[config.mk]
export PLATFORM = sky130hd
export DESIGN_NAME = alu_arbiter_flat
export DESIGN_NICKNAME = d
export VERILOG_FILES = /design/src/rtl/alu_arbiter_if.sv /design/src/rtl/alu_arbiter.sv /design/src/flat_wrapper.sv
export SDC_FILE = /design/constraint.sdc
export NUM_CORES = 1
export LEC_CHECK = 0
export BUFFER_PORTS_ARGS = -buffer_cell sky130_fd_sc_hd__clkbuf_2
export CAP_MARGIN = 10
export CELL_PAD_IN_SITES_DETAIL_PLACEMENT = 1
export CELL_PAD_IN_SITES_GLOBAL_PLACEMENT = 1
export CORE_MARGIN = 2
export CORE_UTILIZATION = 29
export DETAILED_ROUTE_END_ITERATION = 10
export PLACE_DENSITY = 0.74
export SLEW_MARGIN = 0
export SYNTH_ARGS = -nofsm -noshare
export SYNTH_HDL_FRONTEND = slang
export SYNTH_SLANG_ARGS = --single-unit
[constraint.sdc]
create_clock -name clk -period 2 [get_ports clk]
set_clock_uncertainty 0.2 [all_clocks]
set_input_delay 0.4 -clock clk [delete_from_list [all_inputs] [get_ports clk]]
set_output_delay 0.4 -clock clk [all_outputs]
set_load 0.01 [all_outputs]
[src/rtl/alu_arbiter_if.sv]
// Per-requester handshake bundle for alu_arbiter.
// The requester drives the request channel and the response ready; the
// arbiter drives request ready and response valid. Response payload is
// shared between requesters and lives on the arbiter's top-level ports.
`timescale 1ns/1ps
interface alu_arbiter_if #(
    parameter int DATA_W = 19,
    parameter int OP_W   = 5,
    parameter int TAG_W  = 4
) ();
    logic              req_valid;
    logic              req_ready;
    logic [OP_W-1:0]   req_op;
    logic [DATA_W-1:0] req_a;
    logic [DATA_W-1:0] req_b;
    logic [TAG_W-1:0]  req_tag;
    logic              rsp_valid;
    logic              rsp_ready;

    modport master (
        output req_valid, req_op, req_a, req_b, req_tag, rsp_ready,
        input  req_ready, rsp_valid
    );

    modport slave (
        input  req_valid, req_op, req_a, req_b, req_tag, rsp_ready,
        output req_ready, rsp_valid
    );
endinterface

[src/rtl/alu_arbiter.sv]
// Two-port round-robin front end for the shared combinational ALU.
// One operation in flight: the winner's operands/opcode are registered onto
// the ALU inputs, held for a per-opcode number of cycles, then the ALU result
// is captured and returned to the owning port with its tag.
`timescale 1ns/1ps
module alu_arbiter #(
    parameter int DATA_W  = 19,
    parameter int OP_W    = 5,
    parameter int TAG_W   = 4,
    parameter int MUL_CYC = 2,
    parameter int DIV_CYC = 4
) (
    input  logic              clk,
    input  logic              rst,
    alu_arbiter_if.slave      p0,
    alu_arbiter_if.slave      p1,
    output logic [DATA_W-1:0] rsp_data,
    output logic [TAG_W-1:0]  rsp_tag,
    output logic              rsp_err,
    output logic [DATA_W-1:0] alu_in1,
    output logic [DATA_W-1:0] alu_in2,
    output logic [OP_W-1:0]   alu_ctrl,
    input  logic [DATA_W-1:0] alu_out,
    output logic              busy
);
    localparam int NUM_PORTS = 2;
    localparam int CNT_W     = 4;

    // alu_ctrl encoding shared with the ALU; anything else is illegal
    localparam logic [OP_W-1:0] OP_ADD   = OP_W'(0);
    localparam logic [OP_W-1:0] OP_SUB   = OP_W'(1);
    localparam logic [OP_W-1:0] OP_AND   = OP_W'(2);
    localparam logic [OP_W-1:0] OP_OR    = OP_W'(3);
    localparam logic [OP_W-1:0] OP_XOR   = OP_W'(4);
    localparam logic [OP_W-1:0] OP_NOT   = OP_W'(5);
    localparam logic [OP_W-1:0] OP_MUL   = OP_W'(6);
    localparam logic [OP_W-1:0] OP_DIV   = OP_W'(7);
    localparam logic [OP_W-1:0] OP_ENCRY = OP_W'(8);
    localparam logic [OP_W-1:0] OP_DECRY = OP_W'(9);
    localparam logic [OP_W-1:0] OP_IMMED = OP_W'(10);

    typedef enum logic [1:0] {IDLE, EXEC, RESP} state_t;

    typedef struct packed {
        logic [OP_W-1:0]   op;
        logic [DATA_W-1:0] a;
        logic [DATA_W-1:0] b;
        logic [TAG_W-1:0]  tag;
    } req_t;

    req_t [NUM_PORTS-1:0] req;
    logic [NUM_PORTS-1:0] req_valid;
    logic [NUM_PORTS-1:0] req_ready;
    logic [NUM_PORTS-1:0] rsp_ready;
    logic [NUM_PORTS-1:0] rsp_valid_q;
    logic [NUM_PORTS-1:0] grant;

    state_t           state;
    logic             last;      // port that won the most recent accept
    logic             owner;     // port that owns the op in flight
    logic [CNT_W-1:0] cnt;       // EXEC cycles remaining

    req_t             sel;
    logic             win;
    logic             accept;
    logic             op_legal;
    logic [CNT_W-1:0] op_lat;
    logic             div_zero;

    assign req[0]       = {p0.req_op, p0.req_a, p0.req_b, p0.req_tag};
    assign req[1]       = {p1.req_op, p1.req_a, p1.req_b, p1.req_tag};
    assign req_valid    = {p1.req_valid, p0.req_valid};
    assign rsp_ready    = {p1.rsp_ready, p0.rsp_ready};
    assign p0.req_ready = req_ready[0];
    assign p1.req_ready = req_ready[1];
    assign p0.rsp_valid = rsp_valid_q[0];
    assign p1.rsp_valid = rsp_valid_q[1];

    // Round-robin grant: on a tie the port after `last` wins
    always_comb begin
        grant = '0;
        if (req_valid[0] && (!req_valid[1] || last))
            grant[0] = 1'b1;
        else if (req_valid[1])
            grant[1] = 1'b1;
    end

    assign win       = grant[1];
    assign sel       = req[win];
    assign req_ready = (state == IDLE && !rst) ? grant : '0;
    assign accept    = |req_ready;

    // Opcode decode: legality and EXEC length for the granted request
    always_comb begin
        op_legal = 1'b1;
        op_lat   = CNT_W'(1);
        case (sel.op)
            OP_MUL: op_lat = CNT_W'(MUL_CYC);
            OP_DIV: op_lat = CNT_W'(DIV_CYC);
            OP_ADD, OP_SUB, OP_AND, OP_OR, OP_XOR, OP_NOT,
            OP_ENCRY, OP_DECRY, OP_IMMED: op_lat = CNT_W'(1);
            default: op_legal = 1'b0;
        endcase
    end

    assign div_zero = (sel.op == OP_DIV) && (sel.b == '0);

    // Control FSM with registered ALU inputs and response outputs
    always_ff @(posedge clk) begin
        if (rst) begin
            state       <= IDLE;
            last        <= 1'b1;
            owner       <= 1'b0;
            cnt         <= '0;
            rsp_valid_q <= '0;
            rsp_data    <= '0;
            rsp_tag     <= '0;
            rsp_err     <= 1'b0;
            alu_in1     <= '0;
            alu_in2     <= '0;
            alu_ctrl    <= '0;
            busy        <= 1'b0;
        end else begin
            case (state)
                IDLE: begin
                    if (accept) begin
                        alu_in1  <= sel.a;
                        alu_in2  <= sel.b;
                        alu_ctrl <= sel.op;
                        rsp_tag  <= sel.tag;
                        owner    <= win;
                        last     <= win;
                        busy     <= 1'b1;
                        if (!op_legal) begin
                            // unknown opcode: answer immediately, no ALU cycle
                            rsp_data    <= '0;
                            rsp_err     <= 1'b1;
                            rsp_valid_q <= grant;
                            state       <= RESP;
                        end else if (div_zero) begin
                            // divide by zero saturates to all-ones
                            rsp_data    <= '1;
                            rsp_err     <= 1'b1;
                            rsp_valid_q <= grant;
                            state       <= RESP;
                        end else begin
                            cnt   <= op_lat;
                            state <= EXEC;
                        end
                    end
                end
                EXEC: begin
                    cnt <= cnt - 1'b1;
                    if (cnt == CNT_W'(1)) begin
                        rsp_data    <= alu_out;
                        rsp_err     <= 1'b0;
                        rsp_valid_q <= NUM_PORTS'(1) << owner;
                        state       <= RESP;
                    end
                end
                RESP: begin
                    if (|(rsp_valid_q & rsp_ready)) begin
                        rsp_valid_q <= '0;
                        busy        <= 1'b0;
                        state       <= IDLE;
                    end
                end
                default: begin
                    rsp_valid_q <= '0;
                    busy        <= 1'b0;
                    state       <= IDLE;
                end
            endcase
        end
    end

    // Never grant both requesters in the same cycle
    a_one_ready: assert property (@(posedge clk) disable iff (rst)
        !(req_ready[0] && req_ready[1]));

    // Response goes to the owner only
    a_one_rsp: assert property (@(posedge clk) disable iff (rst)
        !(rsp_valid_q[0] && rsp_valid_q[1]));
endmodule

[src/flat_wrapper.sv]
// flat-port wrapper written by rule: the top's interface ports become plain ports
module alu_arbiter_flat 
#(
    parameter int DATA_W  = 19,
    parameter int OP_W    = 5,
    parameter int TAG_W   = 4,
    parameter int MUL_CYC = 2,
    parameter int DIV_CYC = 4
)
  (clk, rst, rsp_data, rsp_tag, rsp_err, alu_in1, alu_in2, alu_ctrl, alu_out, busy, p0_req_valid, p0_req_op, p0_req_a, p0_req_b, p0_req_tag, p0_rsp_ready, p0_req_ready, p0_rsp_valid, p1_req_valid, p1_req_op, p1_req_a, p1_req_b, p1_req_tag, p1_rsp_ready, p1_req_ready, p1_rsp_valid);
  alu_arbiter_if #(.DATA_W(DATA_W), .OP_W(OP_W), .TAG_W(TAG_W)) p0_i ();
  alu_arbiter_if #(.DATA_W(DATA_W), .OP_W(OP_W), .TAG_W(TAG_W)) p1_i ();
  input  logic clk;
  input  logic rst;
  output logic [DATA_W-1:0] rsp_data;
  output logic [TAG_W-1:0] rsp_tag;
  output logic rsp_err;
  output logic [DATA_W-1:0] alu_in1;
  output logic [DATA_W-1:0] alu_in2;
  output logic [OP_W-1:0] alu_ctrl;
  input  logic [DATA_W-1:0] alu_out;
  output logic busy;
  input wire logic [$bits(p0_i.req_valid)-1:0] p0_req_valid;
  input wire logic [$bits(p0_i.req_op)-1:0] p0_req_op;
  input wire logic [$bits(p0_i.req_a)-1:0] p0_req_a;
  input wire logic [$bits(p0_i.req_b)-1:0] p0_req_b;
  input wire logic [$bits(p0_i.req_tag)-1:0] p0_req_tag;
  input wire logic [$bits(p0_i.rsp_ready)-1:0] p0_rsp_ready;
  output wire logic [$bits(p0_i.req_ready)-1:0] p0_req_ready;
  output wire logic [$bits(p0_i.rsp_valid)-1:0] p0_rsp_valid;
  input wire logic [$bits(p1_i.req_valid)-1:0] p1_req_valid;
  input wire logic [$bits(p1_i.req_op)-1:0] p1_req_op;
  input wire logic [$bits(p1_i.req_a)-1:0] p1_req_a;
  input wire logic [$bits(p1_i.req_b)-1:0] p1_req_b;
  input wire logic [$bits(p1_i.req_tag)-1:0] p1_req_tag;
  input wire logic [$bits(p1_i.rsp_ready)-1:0] p1_rsp_ready;
  output wire logic [$bits(p1_i.req_ready)-1:0] p1_req_ready;
  output wire logic [$bits(p1_i.rsp_valid)-1:0] p1_rsp_valid;
  assign p0_i.req_valid = p0_req_valid;
  assign p0_i.req_op = p0_req_op;
  assign p0_i.req_a = p0_req_a;
  assign p0_i.req_b = p0_req_b;
  assign p0_i.req_tag = p0_req_tag;
  assign p0_i.rsp_ready = p0_rsp_ready;
  assign p0_req_ready = p0_i.req_ready;
  assign p0_rsp_valid = p0_i.rsp_valid;
  assign p1_i.req_valid = p1_req_valid;
  assign p1_i.req_op = p1_req_op;
  assign p1_i.req_a = p1_req_a;
  assign p1_i.req_b = p1_req_b;
  assign p1_i.req_tag = p1_req_tag;
  assign p1_i.rsp_ready = p1_rsp_ready;
  assign p1_req_ready = p1_i.req_ready;
  assign p1_rsp_valid = p1_i.rsp_valid;
  alu_arbiter #(.DATA_W(DATA_W), .OP_W(OP_W), .TAG_W(TAG_W), .MUL_CYC(MUL_CYC), .DIV_CYC(DIV_CYC)) u_core (.clk(clk), .rst(rst), .p0(p0_i), .p1(p1_i), .rsp_data(rsp_data), .rsp_tag(rsp_tag), .rsp_err(rsp_err), .alu_in1(alu_in1), .alu_in2(alu_in2), .alu_ctrl(alu_ctrl), .alu_out(alu_out), .busy(busy));
endmodule
==> results.md, run 1 <==
* Outcome: finished with violations
* Failing checks: setup timing
* Maximum vdd drop at 0.349 mV
* Clk Latency, worst-skew pair at 0.34 ns
* CTS sink cnt at 78
* Max_slew headroom at 0.708
* Detail Placement HPWL at 10.8 mm
* RSZ-0062 raised after global routing: true
* Post-synth top area share at 0.414
* CTS Buf Count at 9
* Number of placement rows at 41
* Die area at 13900 µm²
* Post-Synthesis Cell Area at 3770 µm²
* Die height at 118 µm
* Seq/Total Area, Yosys at 0.414
* Via density at 5.00
* Core area at 12700 µm²
* Hold Violations, Final at 0
* CTS tree: yes
* Tmin final at 2.04 ns
* Nets@finish at 829
* LEAKAGE at 0.00272 µW
* Area Overhead vs Synth at 59.6%
* Final Setup Violations at 3
* Tot Pwr at 5720 µW
* Top cells by count, synth: nand2_1 (98), dfxtp_1 (78), nor2_1 (75)
* Setup TNS at -0.0468 ns
* Grt total ovfl at 0
* H-tree Lvls at 3
* GR Util All Layers at 0.207
* Yosys warning total at 0
* Clock buffer depth at 2
* Cell count after placement at 851
* Final core utilization at 0.475
* Total wire length at 15.0 mm
* I/O pins at 191
* Worst Path Arrival at 2.08 ns
* Initial core utilization at 0.298
* DIE WIDTH at 118 µm
* Area contributors post-synth: dfxtp_1 (41%), a311oi_1 (11%), nand2_1 (9.7%)
* DR DRC count at 0
* Fraction of layout cells with a size suffix above 1 at 0.471
* Clock Tree Root: clkbuf_16
* Vias in the first global route at 4831
* WP data required at 2.04 ns
* Vias post-DR at 4421
* Post-synthesis instance total at 466
* Final period util at 1.02
* Routed len/inst at 16.9 µm
* Antenna Nets Post-Route at 0
* Syn Nets at 587
* Pin count of the biggest net entering global routing at 29
* Design area at 6020 µm²
* Initial antenna violation count at 0
* Placed cell area at 5310 µm²
* Final Max Slew Viols at 0
* Fmax at 0.491 GHz
* Final worst setup slack at -0.0383 ns
* CP startpoint: u_core.last
* Port Buffers at 190
* Crit path to: u_core.rsp_data[14]
* Count leader, synth: nand2_1
* RD Place Congestion at 0.845
* R2R Path End: u_core.rsp_data[14]
* Min-Delay Path Class: in2reg
* DR pass1 iterations at 4
* Setup crit start kind: flip-flop
* Worst setup EP type: flip-flop
* Top_reg_cell synth: dfxtp_1
* Async S/R FF share, synth at 0
* Reg-to-reg startpoint: u_core.last
* Reg-to-reg slack, setup at -0.04 ns
* Library cells used by synthesis at 51
* MaxCap Viol Count at 0
* Avg Inst Size Synth at 8.10 µm²
* Slew @ Worst Pin at 0.434 ns
* Clock transition at path regs at 0.06 ns
* PwrDens at 949 nW/µm²
* Final std cells w/o fill at 885
* Reg2reg path depth at 7
* Kind of critical path: reg2reg
* DR iter-0 viols at 125
* Post-synth EDFFs at 0
* Synth Register Bits at 78
* Inserted Diodes at 0
* CP Max Fanout at 10
* First-pass GRT wire length at 23.5 mm
* Area leader, netlist: dfxtp_1
flip-flops by register name (all words and copies together), names as in the netlist, 2 cells and up:
signal,cells
u_core.rsp_tag,4
u_core.rsp_valid_q,2
u_core.rsp_data,19
u_core.cnt,4
u_core.state,2
u_core.alu_in2,19
u_core.alu_ctrl,5
u_core.alu_in1,19
layer usage:
layer / share of wire / global-route usage
met3: 0.062 / 0.0523
met1: 0.40 / 0.230
met5: 0 / 0
met4: 0.023 / 0.0889
met2: 0.52 / 0.372
where the power goes:
group / total [µW] / internal, µW / switching [µW]
Combinational: 2180 / 1000 / 1180
Sequential: 2010 / 1840 / 170
Clock: 1520 / 869 / 652
Total: 5720 / 3710 / 2000
per-stage QoR:
stage / setup WS [ns] / hold slack (ns)
final: -0.0383 / 0.0969
after global routing: -0.0859 / 0.113
after CTS: -0.0175 / 0.0845
after detailed placement: -0.347 / 0.269
after global placement: -0.256 / 0.260
after floorplan: -0.0841 / 0.280
critical path, stage by stage (launching register included):
cell	delay, ns
dfxtp_4	0.36
a21bo_4	0.26
nand4_1	0.16
nor2_2	0.07
o21a_4	0.22
o21a_4	0.23
buf_12	0.15
o32ai_2	0.27
timing repair:
item | CTS | global route
setup endpoints to repair | 27 | 37
pin swaps | 5 | 24
hold buffers | 0 | 0
setup buffers | 7 | 7
cloned | 1 | 3
resized for setup | 24 | 31
logic make-up (layout without fill, tap and decap cells):
| group | after synthesis | in the layout | synth area share |
|---|---|---|---|
| buffers and inverters | 58 | 305 | 0.0670 |
| AND/OR/NAND/NOR | 221 | 221 | 0.253 |
| AO/OA/AOI/OAI | 105 | 105 | 0.254 |
| adder cells (fa/ha/maj) | 2 | 2 | 0.00663 |
| flip-flops | 78 | 78 | 0.414 |
| multiplexers | 2 | 2 | 0.00563 |
area by class of cell:
cell class	count	area, µm²
fill	1576	6650
multi-input combinational	330	2180
timing repair buffer	269	1710
sequential	78	1570
clock buffer	12	246
tap	172	215
inverter	20	75.1
clock inverter	4	22.5
how the worst min path moves through the flow:
stage	cells past startpoint	startpoint	to
after floorplan	2	u_core.cnt[3]	u_core.cnt[3]
after global placement	2	u_core.rsp_data[0]	u_core.rsp_data[0]
after detailed placement	2	u_core.rsp_data[5]	u_core.rsp_data[5]
after CTS	3	alu_out[13]	u_core.rsp_data[13]
after global routing	3	alu_out[12]	u_core.rsp_data[12]
final	3	alu_out[13]	u_core.rsp_data[13]
layout by cell type (no fill, tap or decap), drive strengths merged, types with 4 or more instances in the layout:
cell type  synthesis  layout
dfxtp             78      78
buf               14      78
nor3               8       8
a311oi            46      46
nor4              10      10
o21ai              7       7
nand2             98      98
o32ai             18      18
nand3              5       5
clkbuf            24     202
a211oi             5       5
inv               20      20
nor2              78      78
a21oi              6       6
nor2b              4       4
Power figures use the tool's default switching activity.
==> run 2, diff against run 1 <==
ABC_AREA = 1   (was unset)
CORE_UTILIZATION = 28   (was 29)
PLACE_DENSITY = 0.73   (was 0.74)
==> results.md, run 2 <==
* Outcome: finished with violations
* Failing checks: setup timing
* Clock buffer depth at 2
* Met2 usage at 0.371
* Total wire length at 16.8 mm
* M3 GR Usage at 0.0613
* Yosys warning total at 0
* Critical path's slowest cell: dfxtp_4
* Largest family of logic cells by synthesized area: simple AND/OR/NAND/NOR gates
* WP data required at 2.08 ns
* CTS Buf Count at 9
* LEAKAGE at 0.00323 µW
* Min-Delay Path Class: in2reg
* # fillers at 1740
* Initial antenna violation count at 0
* Compound-gate portion of the synthesized area at 0.171
* Max_slew headroom at 0.559
* Post-Synth Simple-Gate Area at 0.275
* Reg-to-reg startpoint: u_core.last
* Synth Register Bits at 78
* Library cells used by synthesis at 32
* Post-synthesis mux area share at 0.0490
* Seq/Total Area, Yosys at 0.402
* Post-Place Worst Slack at -0.618 ns
* H-tree Lvls at 3
* Top cells by count, synth: nand2_1 (152), dfxtp_1 (78), nor2_1 (75)
* Routed len/inst at 16.8 µm
* GR Util All Layers at 0.212
* RD Place Congestion at 0.828
* Area Overhead vs Synth at 67.5%
* Synth Area in XOR/XNOR at 0.00226
* Vias in the first global route at 5125
* Clk Latency, worst-skew pair at 0.34 ns
* Die area at 14800 µm²
* DR iter-0 viols at 125
* CP peak stage delay at 0.36 ns
* Largest registers: u_core.alu_in1 (19), u_core.alu_in2 (19), u_core.rsp_data (19)
* Tmin final at 2.39 ns
* Worst Path Arrival at 2.47 ns
* Cells along the critical path: a21oi_4 -> buf_6 -> buf_8 -> nand2_1 -> o21ai_2 -> nand2_1 -> nor2_1 -> nand2_1 -> nor2_2 -> nand2_2 -> nand3_4 -> nand2_4 -> inv_6 -> clkbuf_16 -> nor2_1 -> nor2_1
* Port Buffers at 190
* Final period util at 1.20
* Pin count of the biggest net entering global routing at 68
* Synth Area in Adders at 0.00645
* Final Setup Violations at 52
* Clock Tree Root: clkbuf_16
* Antenna Nets Post-Route at 0
* Final worst setup slack at -0.390 ns
* Via density at 4.84
* CTS tree: yes
* Area contributors post-synth: dfxtp_1 (40%), nand2_1 (15%), nor2_1 (7.3%)
* Fmax at 0.418 GHz
* Setup TNS at -10.26 ns
* Most frequent cells in the layout: clkbuf_2 (189), nand2_1 (124), dfxtp_1 (77)
* I/O pins at 191
* Gr busiest metal: met2
* Hold Violations, Final at 0
* RSZ-0062 raised after global routing: true
* DR DRC count at 0
* MaxCap Viol Count at 0
* Nets@finish at 938
* First-pass GRT wire length at 24.8 mm
* Inserted Diodes at 0
* CP Max Fanout at 11
* Worst Hold Launch: p0_req_a[0]
* Post-synth top area share at 0.402
* Area leader, netlist: dfxtp_1
* Syn Nets at 681
* Kind of critical path: reg2reg
* Final Max Slew Viols at 0
* Post-synthesis instance total at 560
* DIE WIDTH at 122 µm
* CP startpoint: u_core.last
* Async S/R FF share, synth at 0
* Initial core utilization at 0.283
* Number of placement rows at 43
* Clock transition at path regs at 0.07 ns
* Avg Inst Size Synth at 6.93 µm²
* Grt total ovfl at 0
* Die height at 122 µm
* Post-Synthesis Cell Area at 3880 µm²
* Worst setup EP type: flip-flop
* Top_reg_cell synth: dfxtp_1
* Vias post-DR at 4846
* Detail Placement HPWL at 10.8 mm
* CTS sink cnt at 78
* Maximum vdd drop at 0.500 mV
* Slew @ Worst Pin at 0.662 ns
* Core area at 13700 µm²
* Fraction of layout cells with a size suffix above 1 at 0.470
* Setup crit start kind: flip-flop
* DR pass1 iterations at 4
* PwrDens at 1260 nW/µm²
* Met1 GRT Util at 0.249
* Post-synth EDFFs at 0
* Count leader, synth: nand2_1
* Commonest non-fill, non-tap cell in the layout: clkbuf_2
run 2: through the flow:
stage / instance area (µm²) / utilization / hold WS [ns] / power [µW] / std cells
CTS: 6060 / 0.441 / 0.0990 / 7640 / 983
detailed placement: 5470 / 0.399 / 0.261 / 5770 / 954
floorplan: 3980 / - / 0.274 / 4410 / 560
global route: 6500 / 0.474 / 0.109 / 8760 / 1001
finish: 6500 / 0.474 / 0.108 / 8190 / 1001
global placement: 5470 / 0.399 / 0.254 / 5610 / 954
run 2: cells by family (layout without fill, tap and decap cells):
logic type,count (synthesis),after routing
AOI/OAI and AO/OA,117,117
xor gates and xnor gates,1,1
adders and majority gates,2,2
buffers and inverters,79,340
DFF,78,78
muxes,19,19
and+or+nand+nor,264,264
run 2: worst paths after layout:
kind | end | slack [ns] | cells after the start
worst max-delay path | u_core.rsp_data[1] | -0.39 | 16
worst min-delay path | u_core.alu_in1[0] | 0.11 | 3
worst max register to register | u_core.rsp_data[1] | -0.39 | 16
worst min register to register | u_core.busy | 0.27 | 2
run 2: final cells by class:
type                    instances  area (µm²)  area share
multi-input cells             403        2270       0.349
repair buffers                285        1990       0.307
flip-flops and latches         78        1570       0.241
clock buffers                  12         246      0.0379
well taps                     180         225      0.0346
inverters                      40         178      0.0273
clock inverters                 3        21.3     0.00327
run 2: repair_timing:
item | 4_1_cts | 5_1_grt
gates resized for setup | 36 | 65
pin swaps | 12 | 33
buffers inserted | 10 | 13
hold buffers | 0 | 0
endpoints found under the setup margin | 77 | 77
cloned | 4 | 6
run 2: layer usage:
layer,vias up,part of all wire
li1,2345,-
met5,-,0
met1,2327,0.42
met2,152,0.51
met3,22,0.060
met4,0,0.016
run 2: worst max-delay path: cells and delay by family (launching register included):
| kind | cells | cell delay, ns |
|---|---|---|
| AO/OA/AOI/OAI | 2 | 0.28 |
| buffers and inverters | 4 | 0.51 |
| flip-flops | 1 | 0.36 |
| AND/OR/NAND/NOR | 10 | 0.96 |
run 2: report_power, final:
part,switching (µW),internal [µW]
clock,675,870
sequential,288,2020
combinational,2360,1980
==> run 3, diff against run 2 <==
--- a/config.mk
+++ b/config.mk
@@ -13,4 +13,5 @@
 export CORE_MARGIN = 2
 export CORE_UTILIZATION = 28
+export CTS_CLUSTER_SIZE = 40
 export DETAILED_ROUTE_END_ITERATION = 10
 export PLACE_DENSITY = 0.73
==> constraint.sdc (replaced) <==
create_clock -name clk -period 2 [get_ports clk]
set_clock_uncertainty 0.2 [all_clocks]
set_input_delay 0.3 -clock clk [delete_from_list [all_inputs] [get_ports clk]]
set_output_delay 0.3 -clock clk [all_outputs]
set_load 0.01 [all_outputs]
==> results.md, run 3 (synthesized netlist as in run 2, its figures left out) <==
* Outcome: finished with violations
* Failing checks: setup timing
* Fraction of layout cells with a size suffix above 1 at 0.462
* First-pass GRT wire length at 24.6 mm
* Final worst setup slack at -0.369 ns
* Clock transition at path regs at 0.06 ns
* Detail Placement HPWL at 10.9 mm
* Grt total ovfl at 0
* GR Util All Layers at 0.214
* Final period util at 1.18
* Inserted Diodes at 0
* Die area at 14800 µm²
* DR DRC count at 0
* H-tree Lvls at 3
* Initial core utilization at 0.283
* Pin count of the biggest net entering global routing at 68
* Cells along the critical path: a21oi_4 -> buf_6 -> buf_6 -> buf_4 -> o21ai_4 -> nand2_1 -> nor2_1 -> nand2_1 -> nor2_2 -> nand2_2 -> nand3_4 -> nand2_4 -> inv_6 -> clkbuf_16 -> nor2_1 -> nor2_1
* Vias post-DR at 4925
* Gate power share at 0.519
* DR iter-0 viols at 165
* Switch share at 0.393
* Die height at 122 µm
* Core area at 13700 µm²
* PwrDens at 1270 nW/µm²
* Maximum vdd drop at 0.438 mV
* I/O pins at 191
* Final Max Slew Viols at 0
* RD Place Congestion at 0.894
* Min-Delay Path Class: in2reg
* CTS Buf Count at 9
* CP peak stage delay at 0.39 ns
* Antenna Nets Post-Route at 0
* RSZ-0062 raised after global routing: true
* Total wire length at 17.0 mm
* Most frequent cells in the layout: clkbuf_2 (189), nand2_1 (132), dfxtp_1 (77)
* CP top delay family: simple AND/OR/NAND/NOR gates
* CTS sink cnt at 78
* Clock buffer depth at 2
* Buf/Inv on CP at 5
* Setup crit start kind: flip-flop
* Fin Hold WS at 0.00620 ns
* Placed cell area at 5390 µm²
* Largest registers: u_core.alu_in1 (19), u_core.alu_in2 (19), u_core.rsp_data (19)
* Internal at 5070 µW
* Kind of critical path: reg2reg
* Design area at 6600 µm²
* Cell mode on critical path: nor2_1
* Fmax at 0.422 GHz
* Hold Violations, Final at 0
* Max_slew headroom at 0.553
* Fraction of power consumed by the clock network at 0.202
* Via density at 4.85
* Final Setup Violations at 31
* Port Buffers at 190
* MaxCap Viol Count at 0
* Tot Pwr at 8350 µW
* Final core utilization at 0.481
* Worst Path Arrival at 2.45 ns
* Clock Tree Root: clkbuf_16
* Nets@finish at 953
* Critical path's slowest cell: dfxtp_4
* Slew @ Worst Pin at 0.670 ns
* CTS tree: yes
* Vias in the first global route at 5110
* Routed len/inst at 16.7 µm
* Setup TNS at -9.09 ns
* Commonest non-fill, non-tap cell in the layout: clkbuf_2
* CP Max Fanout at 10
* Area Overhead vs Synth at 70.0%
* WP data required at 2.08 ns
* Switch Pwr at 3290 µW
* Tmin final at 2.37 ns
* Initial antenna violation count at 0
* LEAKAGE at 0.00327 µW
* Clk Latency, worst-skew pair at 0.35 ns
* DR pass1 iterations at 4
* Sequential Power Share at 0.279
* Number of placement rows at 43
* DIE WIDTH at 122 µm
* Worst setup EP type: flip-flop
[run 3: area by class of cell]
type	instances	area, µm²
Clock buffer	11	253
Tap cell	180	225
Fill cell	1736	7120
Inverter	40	168
Sequential cell	78	1570
Clock inverter	3	45.0
Timing Repair inverter	1	11.3
Multi-Input combinational cell	404	2250
Timing Repair Buffer	298	2070
[run 3: final timing paths]
kind	start	endpoint	slack (ns)	cells past startpoint
min reg2reg	u_core.rsp_data[2]	u_core.rsp_data[2]	0.29	2
max reg2reg	u_core.last	u_core.rsp_data[11]	-0.37	16
min	p0_req_tag[2]	u_core.rsp_tag[2]	0.006	3
max	u_core.last	u_core.rsp_data[11]	-0.37	16
[run 3: power groups by stage]
| stage | Clock [µW] | Sequential, µW | Combinational (µW) |
|---|---|---|---|
| 6_report | 1690 | 2330 | 4330 |
| 5_1_grt | 1790 | 2380 | 4760 |
| 4_1_cts | 1720 | 2310 | 3840 |
| 3_5_place_dp | 0 | 2330 | 3310 |
| 3_3_place_gp | 0 | 2310 | 3220 |
| 2_1_floorplan | 0 | 2460 | 1860 |
[run 3: timing repair]
action / CTS / global route
pin swaps: 11 / 12
endpoints found under the setup margin: 76 / 68
hold buffers: 9 / 0
hold endpoints to repair: 6 / 0
gates resized for setup: 64 / 52
gates cloned: 8 / 3
buffers inserted: 18 / 9
[run 3: metrics by stage]
stage / worst slack [ns] / instances
floorplan: 0.00249 / 560
finish: -0.369 / 1015
global route: -0.446 / 1015
CTS: -0.255 / 1005
detailed placement: -0.437 / 956
global placement: -0.346 / 956
[run 3: tightest hold or removal path, cell delays in order]
cell and delay (ns):
clkbuf_2 0.08, nand2_1 0.05, a31oi_1 0.07
[run 3: layer usage]
layer / up-vias / track usage / wire, µm
li1: 2382 / - / -
met1: 2330 / 0.228 / 6640
met2: 171 / 0.387 / 8640
met3: 42 / 0.0557 / 1020
met4: 0 / 0.116 / 675
met5: - / 0 / 0
